--- config.mk ---
export PLATFORM = sky130hd
export DESIGN_NAME = dot_tree_feeder
export DESIGN_NICKNAME = d
export VERILOG_FILES = /design/src/rtl/dot_tree_feeder.sv
export SDC_FILE = /design/constraint.sdc
export NUM_CORES = 2
export LEC_CHECK = 0
export BUFFER_PORTS_ARGS = -buffer_cell sky130_fd_sc_hd__buf_2
export CAP_MARGIN = 10
export CORE_AREA = 2 2 651 653
export DETAILED_ROUTE_END_ITERATION = 10
export DIE_AREA = 0 0 653 655
export GPL_TIMING_DRIVEN = 0
export SLEW_MARGIN = 25
export SYNTH_ARGS = -nofsm -noshare
export SYNTH_HDL_FRONTEND = slang
export SYNTH_SLANG_ARGS = --single-unit
--- constraint.sdc ---
create_clock -name clk_i -period 41.2 [get_ports clk_i]
set_clock_uncertainty 0.15 [all_clocks]
set_input_delay 4.12 -clock clk_i [delete_from_list [all_inputs] [get_ports clk_i]]
set_output_delay 4.12 -clock clk_i [all_outputs]
set_load 0.005 [all_outputs]
--- src/rtl/dot_tree_feeder.sv ---
// Sequential front end for DotProductTree: fetches one J column beat-by-beat, drives the tree, returns the dot product.
// Optional: define DOT_TREE_FEEDER_ZERO_DIAG_EN to zero the self-coupling element J_col_o[col].
module dot_tree_feeder #(
  parameter int VECTOR_SIZE      = 256,
  parameter int J_ELEMENT_WIDTH  = 4,
  parameter int BEAT_ELEMS       = 16,
  parameter int ADDR_WIDTH       = 16,
  parameter int INT_RESULT_WIDTH = (J_ELEMENT_WIDTH + 1) + $clog2(VECTOR_SIZE)
) (
  input  logic                                             clk_i,
  input  logic                                             rst_i,
  input  logic                                             start_i,
  input  logic [$clog2(VECTOR_SIZE)-1:0]                   col_idx_i,
  input  logic [VECTOR_SIZE-1:0]                           sigma_i,
  output logic                                             busy_o,
  output logic                                             mem_req_o,
  output logic [ADDR_WIDTH-1:0]                            mem_addr_o,
  input  logic                                             mem_gnt_i,
  input  logic                                             mem_rvalid_i,
  input  logic [BEAT_ELEMS*J_ELEMENT_WIDTH-1:0]            mem_rdata_i,
  output logic [VECTOR_SIZE-1:0]                           sigma_o,
  output logic [VECTOR_SIZE-1:0][J_ELEMENT_WIDTH-1:0]      J_col_o,
  input  logic signed [INT_RESULT_WIDTH-1:0]               dot_i,
  output logic                                             result_valid_o,
  input  logic                                             result_ready_i,
  output logic signed [INT_RESULT_WIDTH-1:0]               result_o,
  output logic                                             flip_o
);

  localparam int NBEATS = VECTOR_SIZE / BEAT_ELEMS;
  localparam int CNT_W  = $clog2(NBEATS + 1);
  localparam int COL_W  = $clog2(VECTOR_SIZE);

  typedef enum logic [1:0] {
    IDLE,
    FETCH,
    SUM,
    DONE
  } state_t;

  state_t                                   r_state;
  logic [COL_W-1:0]                         r_col;
  logic [VECTOR_SIZE-1:0]                   r_sigma;
  logic [VECTOR_SIZE-1:0][J_ELEMENT_WIDTH-1:0] r_jcol;
  logic                                     r_req;
  logic [ADDR_WIDTH-1:0]                    r_addr;
  logic [CNT_W-1:0]                         r_req_cnt;
  logic [CNT_W-1:0]                         r_rsp_cnt;
  logic signed [INT_RESULT_WIDTH-1:0]       r_result;
  logic                                     r_valid;
  logic                                     r_flip;

  logic [ADDR_WIDTH-1:0]                    w_base_addr;
  logic [VECTOR_SIZE-1:0][J_ELEMENT_WIDTH-1:0] w_jcol_next;
  logic                                     w_dot_nonneg;
  logic                                     w_rsp_accept;
  logic                                     w_more_reqs;

  assign w_base_addr  = ADDR_WIDTH'(col_idx_i) * ADDR_WIDTH'(NBEATS);
  assign w_dot_nonneg = ~dot_i[INT_RESULT_WIDTH-1];
  // Responses beyond the outstanding request count are stray and must not advance the column.
  assign w_rsp_accept = mem_rvalid_i && (r_rsp_cnt < r_req_cnt);
  assign w_more_reqs  = (r_req_cnt + CNT_W'(1)) < CNT_W'(NBEATS);

  always_comb begin
    w_jcol_next = r_jcol;
    for (int b = 0; b < NBEATS; b++) begin
      if (CNT_W'(b) == r_rsp_cnt) begin
        for (int e = 0; e < BEAT_ELEMS; e++) begin
          w_jcol_next[b*BEAT_ELEMS + e] = mem_rdata_i[e*J_ELEMENT_WIDTH +: J_ELEMENT_WIDTH];
`ifdef DOT_TREE_FEEDER_ZERO_DIAG_EN
          if ((b*BEAT_ELEMS + e) == int'(r_col)) begin
            w_jcol_next[b*BEAT_ELEMS + e] = '0;
          end
`endif
        end
      end
    end
  end

  always_ff @(posedge clk_i or posedge rst_i) begin
    if (rst_i) begin
      r_state   <= IDLE;
      r_col     <= '0;
      r_sigma   <= '0;
      r_jcol    <= '0;
      r_req     <= 1'b0;
      r_addr    <= '0;
      r_req_cnt <= '0;
      r_rsp_cnt <= '0;
      r_result  <= '0;
      r_valid   <= 1'b0;
      r_flip    <= 1'b0;
    end else begin
      case (r_state)
        IDLE: begin
          if (start_i) begin
            r_col     <= col_idx_i;
            r_sigma   <= sigma_i;
            r_req_cnt <= '0;
            r_rsp_cnt <= '0;
            r_req     <= 1'b1;
            r_addr    <= w_base_addr;
            r_state   <= FETCH;
          end
        end
        FETCH: begin
          if (r_req && mem_gnt_i) begin
            r_req_cnt <= r_req_cnt + CNT_W'(1);
            r_req     <= w_more_reqs;
            if (w_more_reqs) begin
              r_addr <= r_addr + ADDR_WIDTH'(1);
            end
          end
          if (w_rsp_accept) begin
            r_jcol    <= w_jcol_next;
            r_rsp_cnt <= r_rsp_cnt + CNT_W'(1);
            if (r_rsp_cnt == CNT_W'(NBEATS - 1)) begin
              r_state <= SUM;
            end
          end
        end
        // The tree has had a full cycle on the registered J_col/sigma, so dot_i is settled here.
        SUM: begin
          r_result <= dot_i;
          r_flip   <= r_sigma[r_col] != w_dot_nonneg;
          r_valid  <= 1'b1;
          r_state  <= DONE;
        end
        DONE: begin
          if (result_ready_i) begin
            r_valid <= 1'b0;
            r_state <= IDLE;
          end
        end
        default: r_state <= IDLE;
      endcase
    end
  end

  assert property (@(posedge clk_i) disable iff (rst_i)
    (r_state == FETCH && mem_rvalid_i) |-> (r_rsp_cnt < r_req_cnt));

  assign busy_o         = (r_state != IDLE);
  assign mem_req_o      = r_req;
  assign mem_addr_o     = r_addr;
  assign sigma_o        = r_sigma;
  assign J_col_o        = r_jcol;
  assign result_valid_o = r_valid;
  assign result_o       = r_result;
  assign flip_o         = r_flip;

endmodule

Word level (Yosys, flattened, before mapping). Cells that the tools add are included.

Output and inout port bits: 1313. Register bits after elaboration: 1332. Bits of input ports: 347.

Add/sub/neg operators: 3. Reduce and logical (&&, ||, !) cells: 29. Magnitude comparators: 3. Bitwise gates (word level): 1. Muxes and demuxes: 21. Equality and inequality tests: 26.

Operators by type and width (number): $reduce_and A3 Y1 (18); $mux W16 (3); $eq A4 B5 Y1 const A (8); $pmux W16 S2 (1); $eq A3 B5 Y1 const A (4); $pmux W5 S2 (2); $add A16 B1 Y16 const B (1); $mux W5 (3); $ne A2 B2 Y1 const B (6); $add A5 B1 Y5 const B (2); $eq A2 B5 Y1 const A (2); $lt A8 B9 Y1 const B (1); $bmux W1 S8 (1); $mux W2 (4); $pmux W2 S4 (1); $reduce_and A4 Y1 (2); $reduce_bool A2 Y1 (3); $eq A1 B5 Y1 const A (1); $eq A5 B4 Y1 const B (1); $logic_not A5 Y1 (1); $lt A5 B5 Y1 (1); $lt A5 B5 Y1 const B (1); $eq A2 B2 Y1 const B (2); $mux W1 (4); 7 further kinds (10).

Longest topological paths before layout.
Word-level depth: 5. Depth in mapped cells: 12. Mapped depth without buffers: 10.

Least setup slack after synthesis. OpenSTA, ideal clock, no wires.

Kind: input to register. Start: input mem_rvalid_i. End: register r_jcol, in the netlist J_col_o[448]. Path buffers: 2. Path slack: 35.304 ns. Data required time: 40.925 ns. Cell stages on the path: 7. Arrival: 5.622 ns. Cells stage by stage: nor2b_1 > o21ai_2 > or3b_1 > buf_4 > nor2_8 > buf_6 > mux2_2.

Cells in the longest elaborated chain, start to end: 2.

Ends and longest elaborated chain: start: declaration (line 19) `input logic mem_rvalid_i,`; $logic_and A1 B1 Y1 (line 62) `assign w_rsp_accept = mem_rvalid_i && (r_rsp_cnt < r_req_cnt);`; $reduce_and A3 Y1 (no line); end signal: assignment (line 116) `r_jcol <= w_jcol_next;`; end: declaration (line 44) `logic [VECTOR_SIZE-1:0][J_ELEMENT_WIDTH-1:0] r_jcol;`.

No other way between the ends. A chain may end at the register's enable or synchronous reset.

==> impl_metrics.tcl <==
set metrics [dict create \
    gr-usage-all-layers 0.143 \
    placed_area_mm2 0.0698 \
    pwr-share-clk 0.278 \
    area_growth_pct 43.1 \
    status "completed" \
    yosys_register_bits 1332 \
    ctsResizeCount 0 \
    antenna_found_initial 87 \
    fp.dieH_um 655 \
    clock_latency_ns 0.86 \
    drt-initial-drc-count 2604 \
    regArea_mm2 0.0333 \
    clk_path_buf_depth 4 \
    hpwlAfterDp_um 263000 \
    synthTopCellsByArea "dfrtp_1 (63%), mux2_2 (27%), mux4_2 (2.1%)" \
    grt_max_degree 33 \
    cts_tree "yes" \
    drtAntennaViolNets 0 \
    grt_pass1_vias 37228 \
    ir_drop_mv 0.0581 \
    dp_cells 10525 \
    finalCritPeriodShare 0.163 \
    power.internal_mw 3.36 \
    max_freq_mhz 149 \
    dieArea_mm2 0.428 \
    vias 37978 \
    floorplan.initialDensity 0.125 \
    setup_viol_count_final 0 \
    worstMarginPinSlew_ns 1.08 \
    synth-warning-count 0 \
    clkSinkCount 1332 \
    seqPwrFrac 0.384 \
    synth_common_cells "dfrtp_1 (1332), mux2_2 (1275), clkbuf_1 (106)" \
    clk_pin_slew_ns 0.06 \
    fill_cells 46248 \
    multi_input_area_mm2 0.0180 \
    wl_per_cell_um 29.5 \
    maxCapViolCount 0 \
    busiest_layer "met2" \
    fin_nets 5509 \
    cp.required_ns 42.04 \
    grtUsageMet1 0.156 \
    placeableCoreArea_mm2 0.422 \
    synth.distinct_cells 53 \
    post_cts_buffers 0 \
    synth_edf_count 0 \
    htree_levels 4 \
    arrival_ns 7.57 \
    post-route-min-period_ns 6.73 \
    dr.pass1.iters 5 \
    cts_hold_buffers 0 \
    wirelength_um 319000 \
    yosysSeqAreaShare 0.634 \
    slew_headroom 0.279 \
    drive_gt1_frac 0.659 \
    rsz0062_at_grt "false" \
    power_per_cell_area_mw_per_mm2 71.2 \
    synth_top_cell_area_share 0.634 \
    fin_hold_ws_ns 0.333 \
    worstSetupPathType "input port to async pin" \
    finalWorstSetupSlack_ns 34.47 \
    total_power_mw 5.35 \
    hp-class "register to register" \
    fin_setup_tns_ns 0 \
    syn_area_per_cell_um2 16.2 \
    use_met2 0.258 \
    switching_share 0.373 \
    die_x_um 653 \
    final_hold_viol_count 0 \
    synthesis.instances 3243 \
    io-pin-count 1660 \
    row_count 239 \
    numCtsBuffers 162 \
    postLayoutCoreUtil 0.178 \
    grt_pass1_wl_um 400000 \
    slew_viol_final 0 \
    design_area_mm2 0.0752 \
    async_flop_share 1.00 \
    p_sw_mw 2.00 \
    grt_overflow 0 \
    yosysMostFrequentCell "dfrtp_1" \
    syn-cell-area_mm2 0.0526 \
    endpoint_kind "async pin" \
    pre_cts_ws_ns 33.52 \
    synth_top_area_cell "dfrtp_1" \
    path_max_fanout 31 \
    gp_congestion 0.958 \
    clockRootBuffer "clkbuf_16" \
    fin_cells 10840 \
    combPwrFrac 0.337 \
    met3_usage 0.0396 \
    place.port_buffers 1659 \
    drcViolationCount 0 \
    leakagePower_nw 38.0 \
    worstSetupStartpointType "input port" \
    postSynthNetCount 3606 \
    via_per_inst 3.50 \
    synth-main-ff-cell "dfrtp_1" \
]
[path summary, 6_finish.rpt]
| path | start | end | slack (ns) | cells after the start |
|---|---|---|---|---|
| hold reg to reg | J_col_o[503]$_DFFE_PP0P_ | J_col_o[503]$_DFFE_PP0P_ | 0.33 | 1 |
| max in group clk_i | mem_rvalid_i | J_col_o[218]$_DFFE_PP0P_ | 34.95 | 8 |
| min in group asynchronous | rst_i | J_col_o[77]$_DFFE_PP0P_ | 3.14 | 2 |
| setup reg to reg | r_state[1]$_DFFE_PP0P_ | J_col_o[218]$_DFFE_PP0P_ | 37.17 | 9 |
| setup / recovery | rst_i | J_col_o[808]$_DFFE_PP0P_ | 34.47 | 15 |
| hold / removal | J_col_o[503]$_DFFE_PP0P_ | J_col_o[503]$_DFFE_PP0P_ | 0.33 | 1 |
[registers in the layout, summed over array words and instances (netlist names)]
name,cells
r_col,8
flip_o,1
J_col_o,1024
result_o,13
result_valid_o,1
mem_addr_o,16
r_req_cnt,5
r_rsp_cnt,5
r_state,2
sigma_o,256
mem_req_o,1
[layout by cell type, fill, tap and decap left out, drive strengths merged, types with 5 or more instances in the layout]
master	instances
a211oi	6
a21oi	17
a22oi	13
and3	7
buf	1855
bufinv	9
clkbuf	338
clkinv	29
clkinvlp	10
dfrtp	1332
diode	25
ha	16
inv	31
mux2	1308
mux2i	30
mux4	49
nand2	48
nand2b	7
nand3	37
nand4	7
nor2	27
nor2b	11
nor3	5
nor3b	5
o21ai	23
o22ai	5
xnor2	5
xor2	10
[final cells by class]
| type | instances | share of cell area |
|---|---|---|
| clock inverters | 59 | 0.00988 |
| clock buffers | 231 | 0.0618 |
| flip-flops and latches | 1332 | 0.443 |
| inverters | 20 | 0.00105 |
| multi-input cells | 1668 | 0.240 |
| plain buffers | 223 | 0.0173 |
| well taps | 5543 | 0.0922 |
| repair buffers | 1739 | 0.134 |
| diodes | 25 | 0.000831 |
[logic make-up after synthesis]
| kind of cell | Yosys count | share of synthesized area |
|---|---|---|
| XOR/XNOR | 15 | 0.00250 |
| multiplexers | 1387 | 0.307 |
| adder cells (fa/ha/maj) | 16 | 0.00381 |
| AND/OR/NAND/NOR | 166 | 0.0177 |
| flip-flops | 1332 | 0.634 |
| buffers and inverters | 243 | 0.0249 |
| AO/OA/AOI/OAI | 84 | 0.0104 |
[power groups by stage]
stage               Combinational (mW)  Clock (mW)  Sequential (mW)
global route                      1.91        1.58             2.09
detailed placement                1.87           0             2.06
floorplan                        0.696           0             2.00
finish                            1.81        1.49             2.06
CTS                               1.87        1.53             2.04
global placement                  1.82           0             2.07
[per-layer routing]
metal  vias up  share of wire
met3       531          0.073
met1     20124           0.36
li1      15506              -
met2      1769           0.52
met5         -         0.0010
met4        48          0.048
[worst max-delay path, stage by stage]
cell        delay [ns]
buf_2             0.11
clkinvlp_4        0.39
buf_12            0.26
buf_12            0.21
buf_12            0.21
buf_16            0.17
buf_12            0.20
buf_12            0.20
buf_12            0.24
buf_12            0.21
buf_12            0.22
buf_16            0.20
buf_12            0.20
buf_12            0.21
buf_12            0.23
(Power assumes the default switching activity.)
